**config.mk**
```make
export PLATFORM = sky130hd
export DESIGN_NAME = pulse_window_ctrl
export DESIGN_NICKNAME = d
export VERILOG_FILES = /design/src/rtl/pulse_window_ctrl.sv
export SDC_FILE = /design/constraint.sdc
export NUM_CORES = 1
export LEC_CHECK = 0
export BUFFER_PORTS_ARGS = -buffer_cell sky130_fd_sc_hd__buf_2
export CORE_MARGIN = 4
export CORE_UTILIZATION = 57
export DETAILED_ROUTE_END_ITERATION = 10
export GPL_ROUTABILITY_DRIVEN = 0
export PLACE_DENSITY_LB_ADDON = 0.15
export SLEW_MARGIN = 30
export SYNTH_ARGS = -nofsm -noshare
export SYNTH_HDL_FRONTEND = slang
export SYNTH_SLANG_ARGS = --single-unit
```
**constraint.sdc**
```tcl
create_clock -name clk -period 2.25 [get_ports clk]
set_input_delay 0.225 -clock clk [delete_from_list [all_inputs] [get_ports clk]]
set_output_delay 0.225 -clock clk [all_outputs]
set_load 0.02 [all_outputs]
```
**src/rtl/pulse_window_ctrl.sv**
```systemverilog
// Window sequencer for an external 3-bit pulse counter: clears it, gates its enable from pulse_in
// rising edges, extends overflows into upper bits and presents a per-window total on a valid/ready port.
// Optional build macro PWC_AUTO_RESTART_EN: result handshake with start high re-enters CLEAR directly.
module pulse_window_ctrl #(
    parameter int  WIN_CYCLES = 1000,
    parameter int  TMR_W      = 16,
    parameter int  EXT_W      = 8,
    localparam int RES_W      = EXT_W + 3
) (
    input  logic             clk,
    input  logic             rst_n,
    input  logic             start,
    input  logic             stop,
    input  logic             pulse_in,
    input  logic [2:0]       cnt_count,
    input  logic             cnt_overflow,
    output logic             cnt_clr,
    output logic             cnt_en,
    output logic [RES_W-1:0] result,
    output logic             result_valid,
    input  logic             result_ready,
    output logic             sat,
    output logic             busy
);

    typedef enum logic [2:0] {
        S_IDLE,
        S_CLEAR,
        S_COUNT,
        S_CAPTURE,
        S_HOLD
    } state_t;

    localparam logic [TMR_W-1:0] TIMER_LOAD = TMR_W'(WIN_CYCLES - 1);

    state_t             state_q, state_d;
    logic               pulse_prev_q, pulse_prev_d;
    logic [TMR_W-1:0]   timer_q, timer_d;
    logic [EXT_W-1:0]   ext_q, ext_d;
    logic [RES_W-1:0]   result_q, result_d;
    logic               result_valid_q, result_valid_d;
    logic               sat_q, sat_d;
    logic               pulse_edge;

    assign pulse_edge   = pulse_in & ~pulse_prev_q;
    assign cnt_en       = (state_q == S_COUNT) & pulse_edge;
    // Held high through reset so the counter is cleared by any clock edge seen during reset.
    assign cnt_clr      = ~rst_n | (state_q == S_CLEAR);
    assign result       = result_q;
    assign result_valid = result_valid_q;
    assign sat          = sat_q;
    assign busy         = (state_q != S_IDLE);

    always_comb begin
        state_d        = state_q;
        pulse_prev_d   = pulse_in;
        timer_d        = timer_q;
        ext_d          = ext_q;
        result_d       = result_q;
        result_valid_d = result_valid_q;
        sat_d          = sat_q;

        case (state_q)
            S_IDLE: begin
                if (start) begin
                    state_d = S_CLEAR;
                end
            end
            S_CLEAR: begin
                ext_d   = '0;
                sat_d   = 1'b0;
                timer_d = TIMER_LOAD;
                state_d = stop ? S_CAPTURE : S_COUNT;
            end
            S_COUNT: begin
                // Counter wraps 7->0 on this same edge; the carry lands in ext, which saturates.
                if (cnt_en && cnt_overflow) begin
                    if (ext_q != '1) begin
                        ext_d = ext_q + 1'b1;
                    end else begin
                        sat_d = 1'b1;
                    end
                end
                if ((timer_q == '0) || stop) begin
                    state_d = S_CAPTURE;
                end else begin
                    timer_d = timer_q - 1'b1;
                end
            end
            S_CAPTURE: begin
                result_d       = sat_q ? '1 : {ext_q, cnt_count};
                result_valid_d = 1'b1;
                state_d        = S_HOLD;
            end
            S_HOLD: begin
                if (result_valid_q && result_ready) begin
                    result_valid_d = 1'b0;
`ifdef PWC_AUTO_RESTART_EN
                    state_d        = start ? S_CLEAR : S_IDLE;
`else
                    state_d        = S_IDLE;
`endif
                end
            end
            default: begin
                state_d = S_IDLE;
            end
        endcase
    end

    always_ff @(posedge clk or negedge rst_n) begin
        if (!rst_n) begin
            state_q        <= S_IDLE;
            pulse_prev_q   <= 1'b0;
            timer_q        <= '0;
            ext_q          <= '0;
            result_q       <= '0;
            result_valid_q <= 1'b0;
            sat_q          <= 1'b0;
        end else begin
            state_q        <= state_d;
            pulse_prev_q   <= pulse_prev_d;
            timer_q        <= timer_d;
            ext_q          <= ext_d;
            result_q       <= result_d;
            result_valid_q <= result_valid_d;
            sat_q          <= sat_d;
        end
    end

endmodule

```
==> out/metrics.csv <==
metric;value;unit
run_status;completed;
sum_of_internal_switching_and_leakage_power;2490;uW
finalSetupTns;0;ns
first_iteration_detailed_routing_drc_count;83;
cp.required;2.03;ns
seq_area;1030;um2
worst_ep_arrival_time;1.90;ns
post-route-drc-count;0;
use_met1;28.8;%
fillerInstances;297;
num_vias;1855;
cts_made_buffers;5;
route.detailed.vias_per_inst;5.96;
grt_max_degree;42;
antenna_found_initial;0;
timing.fmax;471;MHz
post_synthesis_adder_cell_area_fraction;1.15;%
timing.max_slew.rel_slack;61.4;%
setup.worst_path.class;flip-flop to output port;
wire_per_inst;15.1;um
floorplan.initialDensity;59.1;%
final.setup_skew;0.00519;ns
powerDensity;992;nW/um2
gr-max-usage-layer;met2;
yosys_warnings;0;
min_period_over_period;94.5;%
cts_tree;built;
clock_sink_count;41;
drive_above_1_share;21.7;%
clk_root_buffer_cell;clkbuf_8;
worst_slew_pin_slew;0.574;ns
ir_drop;0.408;mV
insertedDiodeCount;0;
timing.final.max_slew_violations;0;
synth_simple_gate_area_share;30.1;%
synth_top_family_by_area;simple AND/OR/NAND/NOR gates;
core_area;3690;um2
grtUsageMet2;31.2;%
grt_util_all_layers;20.3;%
ys_seq_area_share;47.1;%
grt-ovfl-total;0;
postRouteWirelength;4700;um
floorplan.die.height;69.8;um
area_of_the_multi_input_gates;1080;um2
grt_first_pass_wirelength;8130;um
design.final.nets;274;
synth.area.mux_share;1.84;%
die_area;4870;um2
die_width;69.8;um
path_clk_slew;0.08;ns
clk_path_buf_depth;2;
final_antenna_net_count;0;
cap_violations;0;
cts_max_level;2;
finalCoreUtilization;67.9;%
netlist_instances;231;
synth_enable_flop_cells;0;
yosys.cell_types.count;48;
peak_fanout_along_the_critical_path;15;
fp-row-count;22;
timing.final.hold_violations;0;
grt_pass1_vias;1760;
detail_route.first_pass.iterations;4;
final_period_minus_worst_setup_slack;2.13;ns
synth-compound-area-share;16.1;%
report.final.setup_viol;0;
xor_xnor_share_of_the_synthesized_area;0.402;%
fraction_of_registers_with_async_set_or_reset_after_synthesis;100;%
critical_path.endpoint_type;output port;
groute.layer.met3.usage;4.64;%
ys_seq_elements;41;
clock_insertion_delay_worst_skew;0.29;ns
hold_path.class;input pin to async pin;
area_grow_syn2layout;15.0;%
yosys_most_used_dff;dfrtp_1;
hpwl;3320;um
synth.net_count;243;
avgSynthCellArea;9.43;um2
critPathLaunchType;flip-flop;
design.portCount;26;
quantity_of_i_o_buffers_inserted_on_ports;25;
syn-cell-area;2180;um2
p_leak;0.00110;uW
## critical path, cell delays in order, from the launching register on
cell and delay [ns]:
dfrtp_1 0.49, buf_4 0.20, or3b_2 0.64, nand2_1 0.12, buf_2 0.16
## cell usage in the layout (no fill, tap or decap), drive strengths merged, types with 6 or more instances in the layout
master,instances
nand3,10
dfrtp,41
o31ai,6
o21ai,20
nor2,26
clkbuf,7
a21oi,12
nand2,30
buf,36
or4,7
## cell usage after synthesis, types with 3 or more instances
cell | number | area [um2]
a21oi_1 | 11 | 55.1
and3_1 | 3 | 18.8
clkbuf_1 | 8 | 30.0
dfrtp_1 | 41 | 1030
inv_1 | 3 | 11.3
mux2i_1 | 4 | 40.0
nand2_1 | 30 | 113
nand3_1 | 10 | 50.1
nand4_1 | 4 | 25.0
nor2_1 | 26 | 97.6
nor3_1 | 4 | 20.0
nor4_1 | 4 | 25.0
o21ai_0 | 20 | 100
o31ai_1 | 6 | 45.0
or3_1 | 5 | 31.3
or4_1 | 7 | 52.6
## per-stage QoR
step / instance area, um2 / setup WS, ns / instances / hold slack, ns
after global placement: 2380 / 0.165 / 302 / 0.352
after detailed placement: 2380 / 0.0736 / 302 / 0.356
after global routing: 2500 / -0.0131 / 311 / 0.0564
after CTS: 2490 / 0.0639 / 310 / 0.0418
final: 2500 / 0.125 / 311 / 0.0261
after floorplan: 2180 / 0.232 / 231 / -0.0706
## worst paths after layout
check | start | end | slack [ns] | depth (start not counted)
max in group asynchronous | rst_n | timer_q[15] | 1.87 | 2
min | rst_n | result[0] | 0.03 | 2
min reg2reg | result[5] | result[5] | 0.48 | 2
max | state_q[2] | cnt_clr | 0.12 | 4
min in group clk | pulse_in | pulse_prev_q | 0.06 | 1
max reg2reg | timer_q[0] | timer_q[12] | 0.14 | 6
## metal layers
layer	vias to the layer above	routed length (um)
met1	900	2190
met4	0	22
met2	31	2300
met3	2	186
met5	-	0
li1	922	-
## state kept, by name (all words and copies together), names as in the netlist
| register | count |
|---|---|
| timer_q | 16 |
| result | 11 |
| ext_q | 8 |
| state_q | 3 |
| pulse_prev_q | 1 |
| result_valid | 1 |
| sat | 1 |
## repair_timing
item                                    in CTS  in global routing
buffers inserted                             0                  1
hold buffers                                 0                  0
endpoints found under the setup margin       0                  3
gates resized for setup                      0                  1
## kinds of logic (layout without fill, tap and decap cells)
kind of cell,after synthesis,count (layout)
adder cells (fa/ha/maj),2,2
multiplexers,4,4
AO/OA/AOI/OAI,53,53
flip-flops,41,41
XOR/XNOR,1,1
buffers and inverters,15,47
AND/OR/NAND/NOR,115,115
## report_power, final
| group | total [uW] | internal (uW) | switching [uW] | leakage (uW) |
|---|---|---|---|---|
| registers | 1000 | 860 | 144 | 0.000518 |
| clock network | 605 | 362 | 243 | 0.0000585 |
| logic | 877 | 336 | 541 | 0.000519 |
| total | 2490 | 1560 | 928 | 0.00110 |
## final cells by class
type / instances / share of cell area (%)
Timing Repair Buffer: 36 / 8.29
Tap cell: 48 / 2.40
Multi-Input combinational cell: 175 / 43.3
Sequential cell: 41 / 41.0
Clock buffer: 7 / 3.45
Clock inverter: 1 / 1.20
Inverter: 3 / 0.450
Note: power is estimated with default switching activity, not from simulation.
